## config.mk

```make
export PLATFORM = sky130hd
export DESIGN_NAME = gold_nic
export DESIGN_NICKNAME = d
export VERILOG_FILES = /design/src/rtl/gold_nic_pkg.sv /design/src/rtl/nic_chan_buf.sv /design/src/rtl/gold_nic.sv
export SDC_FILE = /design/constraint.sdc
export NUM_CORES = 1
export LEC_CHECK = 0
export CORE_MARGIN = 2
export CORE_UTILIZATION = 45
export DETAILED_ROUTE_END_ITERATION = 16
export PLACE_DENSITY_LB_ADDON = 0.2
export SKIP_CTS_REPAIR_TIMING = 1
export SYNTH_ARGS = -nofsm -noshare
export SYNTH_HDL_FRONTEND = slang
export SYNTH_HIERARCHICAL = 1
export SYNTH_SLANG_ARGS = --single-unit
```

## constraint.sdc

```tcl
create_clock -name clk -period 1.6 [get_ports clk]
set_input_delay 0.24 -clock clk [delete_from_list [all_inputs] [get_ports clk]]
set_output_delay 0.24 -clock clk [all_outputs]
set_load 0.01 [all_outputs]
```

## src/rtl/gold_nic_pkg.sv

```systemverilog
// Shared constants for the gold_nic processor/router interface.
package gold_nic_pkg;

    // Packet and processor data width
    localparam int unsigned DATA_WIDTH = 64;

    // Virtual-channel bit position inside a packet
    localparam int unsigned VC_BIT = 63;

    // Processor register map
    localparam logic [1:0] ADDR_IBUF    = 2'b00;
    localparam logic [1:0] ADDR_IBUF_ST = 2'b01;
    localparam logic [1:0] ADDR_OBUF    = 2'b10;
    localparam logic [1:0] ADDR_OBUF_ST = 2'b11;

endpackage

```

## src/rtl/nic_chan_buf.sv

```systemverilog
// Single-entry channel buffer: one data register plus a full flag.
// Load takes priority over clear so a packet arriving on the same edge the
// processor drains the slot is never lost.
module nic_chan_buf #(
    parameter int unsigned WIDTH = 64
) (
    input  logic             clk,
    input  logic             reset,
    input  logic             i_load,
    input  logic             i_clr,
    input  logic [WIDTH-1:0] i_data,
    output logic [WIDTH-1:0] o_data,
    output logic             o_full
);

    logic [WIDTH-1:0] r_data;
    logic             r_full;

    // Capture data and track occupancy
    always_ff @(posedge clk) begin
        if (reset) begin
            r_data <= '0;
            r_full <= 1'b0;
        end else if (i_load) begin
            r_data <= i_data;
            r_full <= 1'b1;
        end else if (i_clr) begin
            r_full <= 1'b0;
        end
    end

    assign o_data = r_data;
    assign o_full = r_full;

endmodule

```

## src/rtl/gold_nic.sv

```systemverilog
// Network interface controller between a processor core and the PE port of
// a ring router. One single-entry buffer per direction, polled via a 2-bit
// register map.
module gold_nic #(
    parameter int unsigned DATA_WIDTH = 64,
    parameter int unsigned ADDR_WIDTH = 2
) (
    input  logic                  clk,
    input  logic                  reset,
    input  logic [ADDR_WIDTH-1:0] addr,
    input  logic [DATA_WIDTH-1:0] d_in,
    output logic [DATA_WIDTH-1:0] d_out,
    input  logic                  nicEn,
    input  logic                  nicEnWr,
    input  logic                  net_polarity,
    output logic                  net_so,
    input  logic                  net_ro,
    output logic [DATA_WIDTH-1:0] net_do,
    input  logic                  net_si,
    output logic                  net_ri,
    input  logic [DATA_WIDTH-1:0] net_di
);

    import gold_nic_pkg::*;

    logic                  w_rd;
    logic                  w_wr;
    logic                  w_ibuf_load;
    logic                  w_ibuf_clr;
    logic                  w_ibuf_full;
    logic [DATA_WIDTH-1:0] w_ibuf_data;
    logic                  w_obuf_load;
    logic                  w_obuf_clr;
    logic                  w_obuf_full;
    logic [DATA_WIDTH-1:0] w_obuf_data;
    logic                  w_net_so;
    logic                  w_net_ri;
    logic [DATA_WIDTH-1:0] r_d_out;

    assign w_rd = nicEn & ~nicEnWr;
    assign w_wr = nicEn & nicEnWr;

    // Router side handshakes are purely combinational on buffer state
    assign w_net_ri = ~w_ibuf_full;
    assign w_net_so = w_obuf_full & net_ro & (w_obuf_data[VC_BIT] == net_polarity);

    // Reading the ibuf data register hands the slot back to the router
    assign w_ibuf_load = net_si & w_net_ri;
    assign w_ibuf_clr  = w_rd & (addr == ADDR_IBUF);

    // Writes to a full obuf are dropped, even if it drains on this edge
    assign w_obuf_load = w_wr & (addr == ADDR_OBUF) & ~w_obuf_full;
    assign w_obuf_clr  = w_net_so;

    nic_chan_buf #(
        .WIDTH (DATA_WIDTH)
    ) u_ibuf (
        .clk    (clk),
        .reset  (reset),
        .i_load (w_ibuf_load),
        .i_clr  (w_ibuf_clr),
        .i_data (net_di),
        .o_data (w_ibuf_data),
        .o_full (w_ibuf_full)
    );

    nic_chan_buf #(
        .WIDTH (DATA_WIDTH)
    ) u_obuf (
        .clk    (clk),
        .reset  (reset),
        .i_load (w_obuf_load),
        .i_clr  (w_obuf_clr),
        .i_data (d_in),
        .o_data (w_obuf_data),
        .o_full (w_obuf_full)
    );

    // Registered processor read port; status reflects pre-edge state
    always_ff @(posedge clk) begin
        if (reset) begin
            r_d_out <= '0;
        end else if (w_rd) begin
            case (addr)
                ADDR_IBUF:    r_d_out <= w_ibuf_data;
                ADDR_IBUF_ST: r_d_out <= {{(DATA_WIDTH-1){1'b0}}, w_ibuf_full};
                ADDR_OBUF_ST: r_d_out <= {{(DATA_WIDTH-1){1'b0}}, w_obuf_full};
                default:      r_d_out <= '0;
            endcase
        end
    end

    assign d_out  = r_d_out;
    assign net_so = w_net_so;
    assign net_ri = w_net_ri;
    assign net_do = w_obuf_data;

endmodule

```

Word level (Yosys, flattened, before mapping)
Index checks and enable logic that the tools add are counted.
- output and inout port bits: 130
- logic and storage cells: 28
- input bits: 137
- register bits: 194
- reduce and logical (&&, ||, !) cells: 3
- bitwise logic cells: 11
- mux-type cells: 5
- eq/ne operators: 4
- operators with widths (kind ; count):
    case mux 64 bit (3 select lines) ; 1
    bitwise AND 1 bit ; 8
    equality test 2 bit, second input constant ; 2
    2-to-1 mux 1 bit ; 4
    nonzero test 2 bit ; 2
    inverter 1 bit ; 3
    equality test 2 x 1 -> 1 bit, second input constant ; 1
    logical NOT 2 bit ; 1
    equality test 1 bit ; 1

Logic depth before layout (Yosys ltp)
- depth after elaboration: 5
- depth in mapped cells: 6

Cells and area by module
Netlist, hierarchy kept.
- by module, submodules not included (module ; area each (µm²) ; instances ; cells each):
    nic_chan_buf ; 2344.7 ; 2 ; 210
    gold_nic ; 2788.9 ; 1 ; 225

Worst setup path before layout
No wires, ideal clock.
- kind: input to register
- start point: in addr[0]
- end point: reg u_obuf.r_data[51], in the netlist u_obuf/o_data[51]
- library setup time: 0.128 ns
- buffers on the path: 2
- arrival: 1.219 ns
- cell stages on the path: 6
- setup slack: 0.254 ns
- cells stage by stage: nand2b_1 -> nor3_1 -> buf_6 -> buf_12 -> mux2i_1 -> nor2_1
- longest elaborated chain between the ends: 3
- ends and longest elaborated chain (what ; line ; text):
    start, declared ; gold_nic.sv:10 ; input logic [ADDR_WIDTH-1:0] addr,
    equality test 2 bit ; gold_nic.sv:52 ; assign w_obuf_load = w_wr & (addr == ADDR_OBUF) & ~w_obuf_full;
    bitwise AND 1 bit (2 in series) ; gold_nic.sv:52 ;
    via w_obuf_load ; gold_nic.sv:32 ; logic w_obuf_load;
    end signal, assigned ; nic_chan_buf.sv:25 ; r_data <= i_data;
    end, declared ; nic_chan_buf.sv:16 ; logic [WIDTH-1:0] r_data;
The timed path passes the listed nets, and every way through them passes these cells.
A chain may end at the register's enable or synchronous reset.

Worst setup path after layout
- start point: reg r_d_out[44], in the netlist d_out[44]
- end point: out d_out[44]
- RTL lines (what ; line ; text):
    start, declared ; gold_nic.sv:38 ; logic [DATA_WIDTH-1:0] r_d_out;
    start signal, assigned ; gold_nic.sv:85 ; ADDR_IBUF: r_d_out <= w_ibuf_data;
    start signal, assigned ; gold_nic.sv:86 ; ADDR_IBUF_ST: r_d_out <= {{(DATA_WIDTH-1){1'b0}}, w_ibuf_full};
    start signal, assigned ; gold_nic.sv:87 ; ADDR_OBUF_ST: r_d_out <= {{(DATA_WIDTH-1){1'b0}}, w_obuf_full};
    end, declared ; gold_nic.sv:12 ; output logic [DATA_WIDTH-1:0] d_out,
No word-level cell between the ends.

==> results.txt <==
The worst register-to-register path begins at u_obuf/o_full. The min-delay analysis places its worst path in the category input pin to flop. The number of sinks on the clock net is 194. The maximum count of clock buffers along a single path is 2. The final sum of negative setup slack is 0 ps. The largest vdd supply drop came out at 0.681 mV. At the placement stage, the worst setup path has a slack of -263 ps.

The worst pin sits at a relative slew slack of 76.6%. STA classifies the critical path startpoint as a flop. The I/O pin count is 267. CTS built an H-tree with a depth of 4. The max capacitance violation total came out at 0.

The clock transition at the registers of the reported paths came out at 70 ps. The worst hold slack across all endpoints is 168 ps. The power per unit of standard cell area is 927 nW/um2. The count of nets left with antenna violations once routing finished came out at 0. Measured on the finished design, the core utilization comes to 67.7%.

The final number of max-transition violations is 0. The number of global-route vias before repair is 5822. Data arrives at the worst endpoint at 1330 ps. For this design, the slowest cell found on the critical path is clkdlybuf4s50_1. The floorplan step defined a die boundary enclosing 17700 um2. Synthesis produced 645 cells. The flow ran to the end, and the final reports show no timing, DRC or antenna violations. The final route contains 5551 vias.

The clock root buffer master is clkbuf_16. The netlist area before placement is 7480 um2. The number of clock buffers added by TritonCTS is 17.

Counting flops and latches in the post-synthesis netlist gives 194. The effective utilization at floorplan came out at 45.6%. For this run, the number of Yosys warnings is 6.

By startpoint and endpoint, the worst setup path is classified as flop to output port. The static leakage power is 5.29 nW. The number of design rule violations left after detail routing is 0. The worst path required time came out at 1360 ps. The number of failing setup endpoints in the final timing report came out at 0.

Setup repair after global routing left no endpoint under its margin. Counting instances, the worst hold path has a depth of 2. The area of the placeable core is 16400 um2. The count of unique library cells instantiated by Yosys is 26.

The peak clock frequency supported by timing came out at 638 MHz. In this design, the largest share of critical-path delay is due to buffers and inverters. 0 antenna diodes ended up in the layout.

The first-pass GRT wire length is 29.8 mm. The largest net degree at the start of global routing came out at 46. The layout net count came out at 1053. The aggregate routed wire length came out at 18.8 mm. The die extent in x came out at 133 um.

The layout overhead on the synthesized area is 48.6%. The number of iterations in the first detailed-routing pass came out at 6. The HPWL after detailed placement is 13.6 mm.

The worst register-to-register path ends at u_obuf/o_data[5]. The routed wirelength normalized by instance count is 16.4 um. In the final layout, the share of cells above drive strength 1 is 20.7%.

The overall power after layout is 0.0103 W. The final count of hold timing violations is 0. The path with the worst hold slack has its endpoint at u_ibuf/o_data[14]. Setup slack on the worst reg-to-reg path comes out at 200 ps. The maximum net fanout on the critical path came out at 2. The fraction of the cycle the final worst path needs is 97.9%. Yosys attributes the largest share of cell area to dfxtp_1 52%, mux2i_1 17%, a22oi_2 9.9%, nor2_1 6.6%, nor2_2 4.9%. The die extent in y is 133 um. The initial antenna violation count was 0. The clock tree from TritonCTS is built.

The number of buffers added on ports came out at 266. Each instance of the synthesized netlist takes up on average 11.6 um2. Sequential elements use 51.9% of the synthesized area.

The largest total area in the synthesized netlist belongs to dfxtp_1. Counting I/O delays and the setup requirement, the final critical path takes 1570 ps. In this design, the stage delay of the slowest critical-path cell is 560 ps. At the pin with the least slew margin, the transition time is 350 ps. The initial DRC count is 196.

The smallest setup slack after layout came out at 32.8 ps. Traced cell by cell, the critical path runs through clkdlybuf4s50_1. The number of cells traversed by the worst register-to-register path came out at 5. The worst setup path is captured at an output port. The overall global routing resource usage is 21.2%. Using the TritonRoute via totals, the vias-per-cell ratio works out to 4.83.

The initialized floorplan defines 47 standard-cell rows. At the end of routability-driven placement, the weighted congestion stood at 0.786. The number of nets in the synthesized netlist is 782. The final setup skew is 7.00 ps.

The overflow left after global routing is 0. The number of buffers and inverters on the critical path is 1. The start point of the worst hold path is reset. Clock latency on the worst-skew pair, taken at its later pin, is 420 ps.

The share of the synthesized area in the top cell type is 51.9%.
==> final cells by class <==
class | instances | area, um2
fill | 1207 | 5290
sequential | 194 | 3880
timing repair buffer | 301 | 3310
multi-input combinational | 399 | 3060
clock buffer | 21 | 470
tap | 220 | 275
clock inverter | 11 | 101
inverter | 3 | 11.3
==> worst max path at each step <==
stage,startpoint,endpoint,depth (start not counted)
2_1_floorplan,addr[0],u_obuf/o_data[51],6
3_3_place_gp,net_polarity,net_so,4
3_5_place_dp,addr[0],u_obuf/o_data[5],7
4_1_cts,u_obuf/o_data[63],net_so,3
5_1_grt,d_out[57],d_out[57],1
6_report,d_out[44],d_out[44],1
==> stage by stage <==
step | instances | area [um2]
finish | 1149 | 11100
global route | 1149 | 11100
CTS | 1149 | 10900
detailed placement | 1117 | 10400
global placement | 1117 | 10400
floorplan | 645 | 7480
==> sequential cells by signal, summed over array words and instances (netlist names) <==
name / cells
u_obuf/o_data: 64
u_ibuf/o_full: 1
u_obuf/o_full: 1
u_ibuf/o_data: 64
d_out: 64
==> power breakdown <==
group          switching, W  leakage (nW)  internal (W)
Combinational      0.000468          3.43      0.000647
Sequential         0.000101          1.58       0.00498
Clock               0.00182         0.284       0.00228
Total               0.00239          5.29       0.00791
==> routing by layer <==
metal / vias up / wire length [um] / GRT usage [%]
li1: 2729 / - / -
met1: 2614 / 7630 / 23.9
met2: 178 / 9330 / 36.7
met3: 30 / 1400 / 7.20
met4: 0 / 445 / 8.78
met5: - / 0 / 0
==> synthesized netlist by cell type <==
| library cell | number |
|---|---|
| dfxtp_1 | 194 |
| nand2_1 | 2 |
| a22oi_1 | 4 |
| nor4b_2 | 1 |
| buf_4 | 3 |
| buf_12 | 17 |
| or3b_1 | 1 |
| xnor2_1 | 1 |
| nor2b_1 | 1 |
| nor2_2 | 59 |
| inv_1 | 1 |
| a22oi_2 | 59 |
| clkbuf_8 | 5 |
| nor3_1 | 1 |
| or4b_1 | 1 |
| a21oi_1 | 2 |
| a31oi_1 | 1 |
| inv_2 | 2 |
| buf_2 | 5 |
| mux2i_1 | 129 |
| nand2b_1 | 4 |
| buf_6 | 3 |
| buf_1 | 6 |
| nor2_1 | 132 |
| and3_1 | 1 |
| clkbuf_1 | 10 |
==> cells by family (layout without fill, tap and decap cells) <==
logic type      count (synthesis)  after routing  share of synthesized area (%)
buf+inv                        52            336                           7.51
simple gates                  203            203                           12.7
mux                           129            129                           17.3
flops                         194            194                           51.9
xor+xnor                        1              1                          0.117
compound gates                 66             66                           10.5
==> cell usage in the layout, fill, tap and decap left out, types with 3 or more instances in the layout <==
master and instances:
a22oi_2 59, mux2i_1 129, inv_6 3, nor2_1 132, clkdlybuf4s50_1 192, nor2_2 59
buf_12 16, clkbuf_16 17, a22oi_1 4, buf_4 19, dlymetal6s2s_1 73, dfxtp_1 193
nand2b_1 3, clkinv_2 4, clkbuf_8 3
No activity file was read; power rests on OpenSTA's default activity.
